## src/rtl/fir_sched_pkg.sv

```systemverilog
// Shared types and helpers for the FIR stream scheduler.
package fir_sched_pkg;

  typedef enum logic [1:0] {
    IDLE = 2'd0,
    BUSY = 2'd1,
    HOLD = 2'd2
  } fir_sched_state_t;

  function automatic int fir_out_width(input int width, input int lenght);
    return $clog2(lenght) + 2 * width;
  endfunction

endpackage

```

## src/rtl/fir_sched_fifo.sv

```systemverilog
// Small synchronous FIFO feeding the scheduler; DEPTH must be a power of two.
module fir_sched_fifo #(
  parameter  int WIDTH = 16,
  parameter  int DEPTH = 4,
  localparam int AW    = $clog2(DEPTH),
  localparam int CW    = AW + 1
) (
  input  logic             clk,
  input  logic             reset,
  input  logic             push,
  input  logic             pop,
  input  logic [WIDTH-1:0] wdata,
  output logic [WIDTH-1:0] head,
  output logic [CW-1:0]    count,
  output logic             full,
  output logic             empty
);

  logic [WIDTH-1:0] mem [DEPTH];
  logic [AW-1:0]    wptr, rptr;

  assign head  = mem[rptr];
  assign full  = (count == CW'(DEPTH));
  assign empty = (count == '0);

  always_ff @(posedge clk) begin
    if (push) mem[wptr] <= wdata;
  end

  always_ff @(posedge clk) begin
    if (reset) begin
      wptr  <= '0;
      rptr  <= '0;
      count <= '0;
    end else begin
      if (push) wptr <= wptr + 1'b1;
      if (pop)  rptr <= rptr + 1'b1;
      case ({push, pop})
        2'b10:   count <= count + 1'b1;
        2'b01:   count <= count - 1'b1;
        default: count <= count;
      endcase
    end
  end

endmodule

```

## src/rtl/fir_stream_scheduler.sv

```systemverilog
// Streams samples through a single FIR filter, one outstanding at a time,
// with a held result register, response timeout and result counter.
module fir_stream_scheduler
  import fir_sched_pkg::*;
#(
  parameter  int WIDTH     = 16,
  parameter  int LENGHT    = 100,
  parameter  int DEPTH     = 4,
  parameter  int TIMEOUT   = 256,
  localparam int OUT_WIDTH = fir_out_width(WIDTH, LENGHT)
) (
  input  logic                 clk,
  input  logic                 reset,
  input  logic [WIDTH-1:0]     s_data,
  input  logic                 s_valid,
  output logic                 s_ready,
  output logic [OUT_WIDTH-1:0] m_data,
  output logic                 m_valid,
  input  logic                 m_ready,
  output logic [WIDTH-1:0]     fir_input,
  output logic                 fir_input_valid,
  input  logic                 fir_ready_for_input,
  input  logic [OUT_WIDTH-1:0] fir_output,
  input  logic                 fir_output_valid,
  output logic                 timeout_err,
  output logic [15:0]          result_count
);

  localparam int CW = $clog2(DEPTH) + 1;
  localparam int TW = $clog2(TIMEOUT);

  fir_sched_state_t state;
  logic [TW-1:0]    timer;
  logic [WIDTH-1:0] fifo_head, issue_data;
  logic [CW-1:0]    fifo_count;
  logic             fifo_full, fifo_empty, fifo_unused;
  logic             push, issue;

  assign s_ready     = (fifo_count < CW'(DEPTH));
  assign push        = s_valid && s_ready;
  assign fifo_unused = fifo_full;

  // An empty FIFO with a sample arriving forwards it straight to the filter,
  // so an idle scheduler issues one cycle after upstream acceptance.
  assign issue      = (state == IDLE) && fir_ready_for_input && (!fifo_empty || push);
  assign issue_data = fifo_empty ? s_data : fifo_head;

  fir_sched_fifo #(.WIDTH(WIDTH), .DEPTH(DEPTH)) u_fifo (
    .clk   (clk),
    .reset (reset),
    .push  (push),
    .pop   (issue),
    .wdata (s_data),
    .head  (fifo_head),
    .count (fifo_count),
    .full  (fifo_full),
    .empty (fifo_empty)
  );

  always_ff @(posedge clk) begin
    if (reset) begin
      state           <= IDLE;
      timer           <= '0;
      fir_input       <= '0;
      fir_input_valid <= 1'b0;
      m_data          <= '0;
      m_valid         <= 1'b0;
      timeout_err     <= 1'b0;
      result_count    <= '0;
    end else begin
      fir_input_valid <= 1'b0;
      case (state)
        IDLE: begin
          if (issue) begin
            fir_input       <= issue_data;
            fir_input_valid <= 1'b1;
            timer           <= '0;
            state           <= BUSY;
          end
        end
        BUSY: begin
          timer <= timer + 1'b1;
          // A result arriving on the last allowed cycle still counts.
          if (fir_output_valid) begin
            m_data       <= fir_output;
            m_valid      <= 1'b1;
            result_count <= result_count + 16'd1;
            state        <= HOLD;
          end else if (timer == TW'(TIMEOUT - 1)) begin
            timeout_err <= 1'b1;
            state       <= IDLE;
          end
        end
        HOLD: begin
          if (m_valid && m_ready) begin
            m_valid <= 1'b0;
            state   <= IDLE;
          end
        end
        default: state <= IDLE;
      endcase
    end
  end

endmodule

```

## config.mk

```make
export PLATFORM = sky130hd
export DESIGN_NAME = fir_stream_scheduler
export DESIGN_NICKNAME = d
export VERILOG_FILES = /design/src/rtl/fir_sched_pkg.sv /design/src/rtl/fir_sched_fifo.sv /design/src/rtl/fir_stream_scheduler.sv
export SDC_FILE = /design/constraint.sdc
export NUM_CORES = 1
export LEC_CHECK = 0
export ABC_CLOCK_PERIOD_IN_PS = 2610
export CAP_MARGIN = 20
export CORE_MARGIN = 5
export CORE_UTILIZATION = 44
export CTS_CLUSTER_DIAMETER = 200
export CTS_CLUSTER_SIZE = 25
export DETAILED_ROUTE_END_ITERATION = 10
export HOLD_SLACK_MARGIN = 0.05
export PLACE_DENSITY = 0.84
export SLEW_MARGIN = 30
export SYNTH_ARGS = -nofsm -noshare
export SYNTH_HDL_FRONTEND = slang
export SYNTH_SLANG_ARGS = --single-unit
```

## constraint.sdc

```tcl
create_clock -name clk -period 2.61 [get_ports clk]
set_clock_uncertainty 0.2 [all_clocks]
set_input_delay 0.522 -clock clk [delete_from_list [all_inputs] [get_ports clk]]
set_output_delay 0.522 -clock clk [all_outputs]
set_load 0.02 [all_outputs]
```

Word level (Yosys, flattened, before mapping):

Memory sizes are Yosys's and may differ from the RTL's. A register that Yosys moved wholly into a read port is not among the register bits.
Cells that the tools add are included.

* bits in registers: 91
* output and inout port bits: 75
* word-level logic and storage cells: 65
* RAM bits: 64
* bits of input ports: 61
* memories kept: 1

* reductions and logical operators: 18
* mux-type cells: 17
* order comparisons: 1
* add/sub/neg operators: 6
* bitwise operators: 2
* eq/ne operators: 9

Memory list
* u_fifo.mem: depth 4, bits a word 16, read ports 1, clocked after memory_dff 1, write ports 1, line fir_sched_fifo.sv:19 `logic [WIDTH-1:0] mem [DEPTH];`

Operators with widths (count)
* 16-bit by 1-bit adder with 16-bit output (second input constant): 1
* 16-bit 2-to-1 mux: 1
* 8-bit case mux with 2 select lines: 1
* 2-bit 2-to-1 mux: 6
* 3-bit AND reduction: 3
* 8-bit by 1-bit adder with 8-bit output (second input constant): 1
* 8-bit == test (second input constant): 1
* 8-bit 2-to-1 mux: 1
* 2-bit case mux with 3 select lines: 1
* 3-bit case mux with 2 select lines: 1
* 2-bit AND reduction: 3
* 2-bit nonzero test: 3
* 1-bit 2-to-1 mux: 5
* 2-bit by 1-bit adder with 2-bit output (second input constant): 2
* 2-bit by 1-bit == test with 1-bit output (second input constant): 2
* 2-bit == test (second input constant): 2
* 1-bit logical AND: 4
* 2-bit != test (second input constant): 2
* 3-bit by 1-bit adder with 3-bit output (second input constant): 1
* 3-bit logical NOT: 1
* 3-bit less-than comparator (second input constant): 1
* 3-bit != test (second input constant): 1
* 3-bit by 1-bit subtractor with 3-bit output (second input constant): 1
* 2-bit logical NOT: 1
* 6 further kinds: 7

Depth between registers and ports, before layout:

* depth after elaboration: 6
* gate-level depth with buffers: 11
* gate-level depth less buffers: 8

By module:

Synthesis repeated with hierarchy kept, for this count alone.

* cell total of the unflattened synthesis: 536
* area total of the unflattened synthesis: 6317.3 um^2

Modules (own cells, without submodules)
* fir_stream_scheduler: seq. area each 1681.6 um^2, area an instance 3537.1 um^2, cells an instance 405, times used 1
* fir_sched_fifo: seq. area each 2102.0 um^2, area an instance 2780.2 um^2, cells an instance 131, times used 1

Worst setup path before layout:

Ideal clock, no wire load.

* path kind: in2reg
* from: in fir_ready_for_input
* to: reg u_fifo.count[2]
* arrival: 2293 ps
* stages: 10
* setup slack: 46 ps
* setup time: 70 ps
* path buffers: 2
* required time: 2340 ps
* cell sequence: o41a_1 and2_1 buf_2 buf_2 ha_1 inv_1 fa_1 xor2_1 or3_1 a21oi_1

* longest elaborated chain between the ends: 4
* elaborated cells on any way between the ends: 6
* classes of those cells: 2 x eq/ne; 1 x mux; 3 x reduce/logical

RTL lines
* start, declared: line fir_stream_scheduler.sv:22 `input logic fir_ready_for_input,`
* 1-bit logical AND (*) (2 in series): line fir_stream_scheduler.sv:45 `assign issue = (state == IDLE) && fir_ready_for_input && (!fifo_empty || push);`
* via issue: line fir_stream_scheduler.sv:37 `logic push, issue;`
* 2-bit by 1-bit == test with 1-bit output / 2-bit == test (equally long branches): line fir_sched_fifo.sv:38 `case ({push, pop})`
* 3-bit case mux with 2 select lines / 2-bit nonzero test (equally long branches)
* end signal, assigned: line fir_sched_fifo.sv:39 `2'b10: count <= count + 1'b1;`
* end signal, assigned: line fir_sched_fifo.sv:40 `2'b01: count <= count - 1'b1;`
* end signal, assigned: line fir_sched_fifo.sv:41 `default: count <= count;`
* end, declared: line fir_sched_fifo.sv:14 `output logic [CW-1:0] count,`

The timed path passes the listed nets; every way through them passes the cells marked *.
A chain may end at the register's enable or synchronous reset.

Worst setup path after layout:

* from: in fir_ready_for_input
* to: reg u_fifo.count[2]

* longest elaborated chain between the ends: 4
* elaborated cells on any way between the ends: 6
* classes of those cells: 2 x eq/ne; 1 x mux; 3 x reduce/logical

RTL lines (line)
* 1-bit logical AND (*) (2 in series): fir_stream_scheduler.sv:45
* 2-bit by 1-bit == test with 1-bit output / 2-bit == test (equally long branches): fir_sched_fifo.sv:38
* 3-bit case mux with 2 select lines / 2-bit nonzero test (equally long branches)

Every way passes the cells marked *; elsewhere a longest branch is shown, timed or not.

==> results.toml <==
[outcome]
status = "completed"

[logic_synthesis]
avgSynthCellArea_um2 = 11.09
synth_enable_flop_cells = 64
syn_inst = 548
synthFlopType = "dfxtp_1"
synth.cell_area_um2 = 6080
synthTopCellsByArea = "edfxtp_1 32%, dfxtp_1 31%, nand2_1 7.6%, mux4_2 5.9%, a21oi_1 4.6%"
ys_types = 39
synth_area_leader_cell = "edfxtp_1"
async_reset_ff_share_pct = 0
syn_nets = 617
ys_ff_latch = 157
ys_seq_area_share_pct = 62.24
synth_top_area_share_pct = 31.61
yosysWarnings = 0

[timing]
hold_violations = 0
slew_viol_final = 0
fin_ws_ns = 0.1989
rsz0062_at_grt = "no"
whs_ns = 0.2583
finalSetupViolCount = 0
worst_pin_slew_ns = 0.7915
fin_crit_sh_pct = 92.38
post-route-min-period_ns = 2.411
fmax_ghz = 0.4148
tns_ns = 0
slew_headroom_pct = 47.16

[final_layout]
final_area_um2 = 8277
finalNetCount = 758
layout.cells.non_filler = 882
regArea_um2 = 3784
multi_input_area_um2 = 2121
areaGrowthSynthToFinish_pct = 36.14
drive_above_1_share_pct = 10.26
n_antenna_cell = 0
finish.utilization_pct = 60.33
fill_cells = 1077

[route]
antenna_left = 0
drtPass1Iterations = 4
wire_per_inst_um = 16.70
wirelength_um = 14730
drcViolationCount = 0
vias = 4662
viasPerCell = 5.286
drtIter0Drc = 356

[die]
rows = 43
dieArea_um2 = 16270
coreArea_um2 = 13720
die_y_um = 127.5
die_w_um = 127.5
num_io_pins = 136
start_util_pct = 44.31

[worst_setup_path]
cp_cell_sequence = "clkdlybuf4s50_1, o41a_1, and2_1, ha_1, inv_1, fa_1, xor2_1, or3_1, a21oi_1"
startpoint_type = "primary input"
worstPathMaxFanout = 2
cp.arrival_ns = 2.56
r2r-end = "u_fifo.count[2]$_SDFFE_PP0P_"
reg2regPathDepth = 8
required_ns = 2.76
reg2reg_setup_slack_ns = 0.33
critical_path.slowest_cell = "clkdlybuf4s50_1"
crit_type = "in2reg"
crit_path_max_incr_delay_ns = 0.47
cp_num_buf_inv = 2
worstReg2RegStart = "u_fifo.count[0]$_SDFFE_PP0P_"
end_kind = "flop"
path_delay_family = "adder cells"

[clocking]
cts-root-buf = "clkbuf_16"
clk_latency_ns = 0.42
cts-htree-levels = 4
cts_buffers = 17
tritoncts = "built"
cts_sinks = 157
clk_pin_slew_worst_paths_ns = 0.06
ctsResizeCount = 0
clk_path_buf_depth = 2
hold_buffers = 0
postCtsSetupBuffers = 0

[pwr]
p_sw_mw = 2.137
power_leakage_nw = 2.858
switching_share_pct = 29.70
p_per_area_nw_per_um2 = 869.4
p_clk_share_pct = 34.2
combPwrFrac_pct = 24.1
intPower_mw = 5.059
p_total_mw = 7.195
seqPwrFrac_pct = 41.7
vdd_drop_max_mv = 0.4370

[global_routing]
track_usage_pct = 18.58
grt_overflow_total = 0
grt_first_pass_wirelength_um = 23720
grt_max_degree = 93
grt_pass1_vias = 4797
antenna_found_initial = 0

[hold_path]
worst_hold_path.endpoint = "m_data[6]$_SDFFE_PP0P_"
worstHoldStart = "m_data[6]$_SDFFE_PP0P_"
hold_depth = 2
min_path_type = "reg2reg"

[run]
drv_cap = 0

[placement]
dpl.cell_count = 850
io_buffer_count = 135
place_ws_ns = -0.2007
place_area_um2 = 7681
dp_hpwl_um = 9954
finalWeightedCongestion = 0.7992
logic make-up (layout without fill, tap and decap cells):
family          after synthesis  count (layout)  synth area share, %
mux                          16              16                5.927
buf+inv                      41             195                2.881
fa+ha+maj                     8               8                1.770
xor+xnor                     16              16                2.305
compound gates               90              90                8.870
flops                       157             157                62.24
simple gates                220             220                16.01
per-layer routing:
metal / part of all wire (%) / global-route usage, % / vias up
met5: 0 / 0 / -
met4: 1.4 / 6.940 / 0
met3: 8.6 / 7.609 / 21
met2: 50 / 31.59 / 176
met1: 40 / 20.94 / 2244
li1: - / - / 2221
registers in the layout (all words and copies together), names as in the netlist, named ones only:
name	flops
fir_input	16
fir_input_valid	1
m_data	39
m_valid	1
result_count	16
state	2
timeout_err	1
timer	8
u_fifo.count	3
u_fifo.mem	64
u_fifo.rptr	2
u_fifo.wptr	2
cell type report:
class	count	share of cell area [%]
clock inverters	14	1.890
clock buffers	18	5.306
flip-flops and latches	157	45.71
multi-input cells	350	25.62
well taps	180	2.721
inverters	8	0.3628
repair buffers	155	18.38
worst register-to-register path, delay by kind of cell (launching register included):
| kind | cells | cell delay, ns |
|---|---|---|
| xor+xnor | 1 | 0.16 |
| buf+inv | 1 | 0.06 |
| fa+ha+maj | 2 | 0.56 |
| simple gates | 2 | 0.48 |
| compound gates | 2 | 0.35 |
| flops | 1 | 0.40 |
layout by cell type (no fill, tap or decap), types with 5 or more instances in the layout:
cell type / instances
edfxtp_1: 64
clkbuf_16: 17
mux4_2: 16
a311oi_1: 16
buf_4: 18
xor2_1: 10
inv_1: 8
o21ai_0: 7
nor3_1: 6
dfxtp_1: 93
a21oi_1: 56
clkdlybuf4s50_1: 134
nor2_1: 43
nand3_1: 12
ha_1: 7
and2_1: 5
nand4_1: 7
nand2_1: 123
xnor2_1: 6
Yosys cell counts (5+ instances only):
cell and instances:
nor3_1 6, mux4_2 16, nand4_1 7, nand2_1 123, a311oi_1 16, xor2_1 10
a21oi_1 56, and2_1 5, o21ai_0 7, buf_2 8, ha_1 7, clkbuf_1 23
edfxtp_1 64, dfxtp_1 93, inv_1 8, nor2_1 43, xnor2_1 6, nand3_1 12
worst max-delay path by stage:
stage	depth (start not counted)	slack, ns	end	from
floorplan	10	0.05	u_fifo.count[2]$_SDFFE_PP0P_	fir_ready_for_input
global placement	9	-0.09	u_fifo.count[2]$_SDFFE_PP0P_	s_valid
detailed placement	9	-0.20	u_fifo.count[2]$_SDFFE_PP0P_	fir_ready_for_input
CTS	9	0.22	u_fifo.count[2]$_SDFFE_PP0P_	fir_ready_for_input
global route	9	0.14	u_fifo.count[2]$_SDFFE_PP0P_	fir_ready_for_input
finish	9	0.20	u_fifo.count[2]$_SDFFE_PP0P_	fir_ready_for_input
power groups by stage:
stage                     Clock (mW)  Combinational [mW]  Sequential [mW]
after CTS                       2.52                1.75             3.00
final                           2.46                1.74             3.00
after global placement             0                1.63             3.02
after detailed placement           0                1.72             3.05
after floorplan                    0               0.919             3.14
after global routing            2.63                1.88             3.03
Power figures use the tool's default switching activity.
==> RTL change 1 (same flow settings) <==
Encoding of `fir_sched_state_t`: now one-hot (3 bits for 3 states).
--- a/src/rtl/fir_sched_pkg.sv
+++ b/src/rtl/fir_sched_pkg.sv
@@ -1,10 +1,10 @@
 // Shared types and helpers for the FIR stream scheduler.
 package fir_sched_pkg;
 
-  typedef enum logic [1:0] {
-    IDLE = 2'd0,
-    BUSY = 2'd1,
-    HOLD = 2'd2
+  typedef enum logic [2:0] {
+    IDLE = 3'b001,
+    BUSY = 3'b010,
+    HOLD = 3'b100
   } fir_sched_state_t;
 
   function automatic int fir_out_width(input int width, input int lenght);
Formal check against the unedited RTL: same outputs for any inputs over 4 cycles, from zero or initial values and one cycle with reset high; so few cycles prove little.
==> RTL change 1 against the unedited design <==
- wire length about the same
- via count is 3.4% lower
- sequential cell count rose by 1
- area after synthesis fell by 0.33%
- worst setup slack got worse by 0.014 ns
- register-to-register slack worse by 0.07 ns
- power is 7.1% lower
- cell area is 0.50% higher
==> RTL change 1: results (changes against the unedited design) <==
- Total routed wire length on the met1 layer: 5720 microns (-3.8%)
- Xor and xnor fraction of the mapped netlist area: 2.89% (+0.59 points)
- Aggregate global-route resource usage: 18.7% (+0.074 points)
- Run status: completed
- Vias per cell: 5.26 (-0.55%)
- Highest Signal Layer: met4
- Syn_nets: 584 (-5.3%)
- Maximum number of pins on one net before global-route repair: 52 (-44%)
- Met3 routed WL: 1670 microns (+32%)
- Combinational-cell power consumption: 1.31 mW (-25%)
- Placed inst area: 0.00774 sq mm (+0.72%)
- Total iterations of the first detailed-routing run: 6 (+2)
- Standby leakage power: 2.83 nW (-0.95%)
- Global-route track usage on met1: 20.3% (-0.69 points)
- Signal arrival time at the worst endpoint: 2.57 ns (about the same)
- Internal reg-to-reg setup slack: 0.26 ns (-0.07 ns)
- Synth unique cells: 44 (+13%)
- Fillcell total: 1047 (-2.8%)
- Critical R2R Launch: state[1]
- Largest registers in the final layout: u_fifo.mem x64, m_data x39
- Antenna violations before repair: 0 (unchanged)
- Placer congestion estimate: 0.868 (+8.6%)
- Part of the Yosys area used for sequential elements: 62.8% (+0.54 points)
- Critical hold path startpoint: timeout_err
- Number of global-route vias before repair: 4745 (-1.1%)
- Least-Margin Pin Slew: 0.644 ns (-0.148 ns)
- Maximum vdd ir drop: 0.527 mV (+21%)
- Detailed route wirelength on metal2: 7080 microns (-3.2%)
- Total power consumption of the routed design: 6.69 mW (-7.1%)
- Fraction of power spent switching nets: 25.8% (-3.9 points)
- Clock Tree Root: clkbuf_16
- Top post-synthesis cells by area: edfxtp_1, dfxtp_1, mux4_2
- Fraction of met2 tracks used by global routing: 30.9% (-0.71 points)
- Adder-Cell Fraction of Synth Area: 1.78% (+0.0058 points)
- Input/output buffers: 135 (unchanged)
- Most frequent cells after synthesis: dfxtp_1, nand2_1, edfxtp_1, a21oi_1, nor2_1
- WL/cell: 17.2 microns (+2.9%)
- DR iter-0 viols: 370 (+3.9%)
- Multiplexer share of the synthesized area: 5.95% (+0.020 points)
- Post-layout nets: 737 (-2.8%)
- Wire length of the first global-routing pass: 23700 microns (-0.12%)
- Number of cells traversed by the worst register-to-register path: 9 (+1)
- Hold Crit Endpoint: timeout_err
- Global Route met3 Usage: 10.4% (+2.8 points)
- Share of final-layout standard cells stronger than drive strength 1: 11.9% (+1.6 points)
- Fraction of the mapped netlist area in compound gates: 8.26% (-0.61 points)
- Worst min-delay path category: flip-flop to flip-flop
- Placed wire-length estimate after detailed placement: 10100 microns (+1.1%)
- Highest cell delay on the worst timing path: 0.45 ns (-0.02 ns)
[RTL change 1: cell count changes after synthesis, moves of 5 or more]
cell,delta
a221o_1,+16
a311oi_1,-16
buf_2,-5
nand2_1,-29
nor2_1,-11
nor2b_1,+11
[RTL change 1: per-stage QoR]
step           setup WS (ns)  hold WS, ns  instances
6_report               0.185        0.254        857
5_1_grt                0.104        0.273        857
4_1_cts                0.191        0.255        857
3_5_place_dp          -0.236        0.246        825
3_3_place_gp          -0.187        0.241        825
2_1_floorplan          0.112        0.266        515
[RTL change 1: critical path, delay by kind of cell]
kind            cells  cell delay (ns)
xor+xnor            1             0.16
simple gates        3             0.61
compound gates      1             0.14
buf+inv             3             0.59
fa+ha+maj           2             0.54
[RTL change 1: final cells by class]
cell class	count	area (sq um)	share of cell area, %
flip-flops and latches	158	3800	45.7
repair buffers	160	1550	18.6
inverters	12	45.0	0.542
well taps	176	220	2.65
clock inverters	9	109	1.31
multi-input cells	319	2130	25.6
clock buffers	23	463	5.57
==> RTL change 2 (same flow settings) <==
Without the edit above. `TIMEOUT`: 256 -> 512.
--- a/src/rtl/fir_stream_scheduler.sv
+++ b/src/rtl/fir_stream_scheduler.sv
@@ -6,7 +6,7 @@
   parameter  int WIDTH     = 16,
   parameter  int LENGHT    = 100,
   parameter  int DEPTH     = 4,
-  parameter  int TIMEOUT   = 256,
+  parameter  int TIMEOUT   = 512,
   localparam int OUT_WIDTH = fir_out_width(WIDTH, LENGHT)
 ) (
   input  logic                 clk,
Formal check against the unedited RTL: same outputs for any inputs over 4 cycles, from zero or initial values and one cycle with reset high; that may be too few to reach the edited logic, so the function may still have changed.
==> RTL change 2 against the unedited design <==
- largest power group unchanged
- highest routed layer unchanged
- sequential share of layout area down 0.78 points
- final cell count up 1.6%
- power up 3.4%
- register-to-register slack is essentially flat
- sequential cell count up 1
- cell area grew 2.3%
- worst setup slack worse by 0.016 ns
- area after synthesis rose by 1.3%
- largest cell class unchanged
- critical path type unchanged
- wire length rose by 0.89%
- count of clock-buffer cells in the layout increased by 1
- first-iteration DRC count shrank 28%
- combinational power up 5%
- critical endpoint unchanged
==> RTL change 2: results (changes against the unedited design) <==
- Run status: completed
- DR iter-0 viols: 257 (-28%)
- Hold_ws: 0.254 ns (-0.00429 ns)
- Maximum number of buffers from clock root to sink: 2 (unchanged)
- Post-synth EDFFs: 64 (unchanged)
- Most frequent cells after synthesis: nand2_1, dfxtp_1, edfxtp_1, a21oi_1, nor2_1
- Aggregate global-route resource usage: 18.7% (+0.14 points)
- Kind of cell adding the most delay to the critical path: buffers and inverters
- Share of final-layout standard cells stronger than drive strength 1: 11.3% (+1.1 points)
- Post-layout nets: 773 (+2.0%)
- Clock Tree Root: clkbuf_16
- Quantity of gates resized following cts: 0 (unchanged)
- Worst min-delay path category: flip-flop to flip-flop
- FFs w/ async S/R, synth: 0% (unchanged)
- Fillcell total: 1073 (-0.37%)
- Antenna violations before repair: 0 (unchanged)
- Ys Warns: 0 (unchanged)
- Highest cell delay on the worst timing path: 0.54 ns (+0.07 ns)
- Finished Layout Cells: 896 (+1.6%)
- Total number of vias: 4712 (+1.1%)
- Standby leakage power: 2.92 nW (+2.2%)
- Critical R2R Launch: u_fifo.count[2]
- Crit-path slowest cell: clkdlybuf4s50_1
- Top post-synthesis cells by area: edfxtp_1, dfxtp_1, nand2_1
- Critical hold path startpoint: m_data[18]
- Worst-path maximum fanout: 2 (unchanged)
- Cell area after layout: 0.00847 sq mm (+2.3%)
- Maximum vdd ir drop: 0.463 mV (+6.0%)
- Placed inst area: 0.00785 sq mm (+2.1%)
- Wire length of the first global-routing pass: 24200 microns (+1.9%)
- Per-instance average area after synthesis: 11.1 sq um (+0.22%)
- Post-placement cell count: 864 (+1.6%)
- Maximum number of pins on one net before global-route repair: 41 (-56%)
- Most used flip-flop cell after synthesis: dfxtp_1
- Part of the Yosys area used for sequential elements: 61.8% (-0.48 points)
- DP Worst Slack: -0.239 ns (-0.0382 ns)
- Syn_nets: 624 (+1.1%)
- Synth unique cells: 44 (+13%)
- Number of global-route vias before repair: 4917 (+2.5%)
- Input/output buffers: 135 (unchanged)
- Internal cell power: 5.28 mW (+4.4%)
- WL/cell: 16.6 microns (-0.69%)
- Worst-case headroom to the max-slew limit: 49.2% (+2.1 points)
- Placer congestion estimate: 0.839 (+5.0%)
- Hold Crit Endpoint: m_data[18]
- Signal arrival time at the worst endpoint: 2.58 ns (+0.02 ns)
- Inserted Diodes: 0 (unchanged)
- Total iterations of the first detailed-routing run: 6 (+2)
- Number of CTS-inserted buffers: 17 (unchanged)
- H-Tree Depth: 4 (unchanged)
- Number of instances on the worst hold path: 2 (unchanged)
- Placed wire-length estimate after detailed placement: 10400 microns (+4.8%)
- # Post-CTS Setup Buffers: 0 (unchanged)
- Largest registers in the final layout: u_fifo.mem x64, m_data x39
-- RTL change 2: cell types whose count changed after synthesis, moves of 4 or more --
| cell | change |
|---|---|
| inv_1 | +4 |
| nand3_1 | -6 |
| xnor2_1 | +5 |
| nor4_1 | +5 |
| xor2_1 | -5 |
| nor2_1 | +4 |
-- RTL change 2: area by class of cell --
type / instances / area share, %
inverters: 12 / 0.532
clock inverters: 13 / 2.22
repair buffers: 161 / 18.7
well taps: 180 / 2.66
multi-input cells: 353 / 25.9
clock buffers: 19 / 5.11
flip-flops and latches: 158 / 44.9
-- RTL change 2: worst max path at each step --
stage	start	endpoint	slack [ns]	cells past startpoint
final	s_valid	u_fifo.count[2]	0.18	9
after global routing	s_valid	u_fifo.count[2]	0.09	9
after CTS	s_valid	u_fifo.count[2]	0.20	9
after detailed placement	s_valid	u_fifo.count[2]	-0.24	9
after global placement	s_valid	u_fifo.count[2]	-0.10	9
after floorplan	fir_ready_for_input	u_fifo.count[2]	0.03	9
-- RTL change 2: cells by family (layout without fill, tap and decap cells) --
logic type | after synthesis | count (layout) | share of synthesized area, %
AND/OR/NAND/NOR | 222 | 222 | 16.3
flip-flops | 158 | 158 | 61.8
AO/OA/AOI/OAI | 88 | 88 | 8.80
buffers and inverters | 43 | 205 | 2.76
multiplexers | 18 | 18 | 6.18
XOR/XNOR | 16 | 16 | 2.27
adder cells (fa/ha/maj) | 9 | 9 | 1.95
-- RTL change 2: tightest hold or removal path: stages, from the launching register on --
cell and delay (ns):
dfxtp_1 0.31, nand2_1 0.05, a21oi_1 0.05
-- RTL change 2: power by group through the flow --
stage          combinational [mW]  sequential (mW)  clock (mW)
2_1_floorplan               0.956             3.19           0
6_report                     1.82             3.03        2.59
3_3_place_gp                 1.76             3.06           0
3_5_place_dp                 1.83             3.09           0
5_1_grt                      2.00             3.06        2.75
4_1_cts                      1.84             3.04        2.63
-- RTL change 2: routing by layer --
metal / global-route usage [%] / wire [microns] / vias to the layer above
met5: 0 / 0 / -
met4: 9.30 / 401 / 0
met3: 4.29 / 662 / 31
met2: 32.9 / 7900 / 134
met1: 21.4 / 5890 / 2282
li1: - / - / 2265
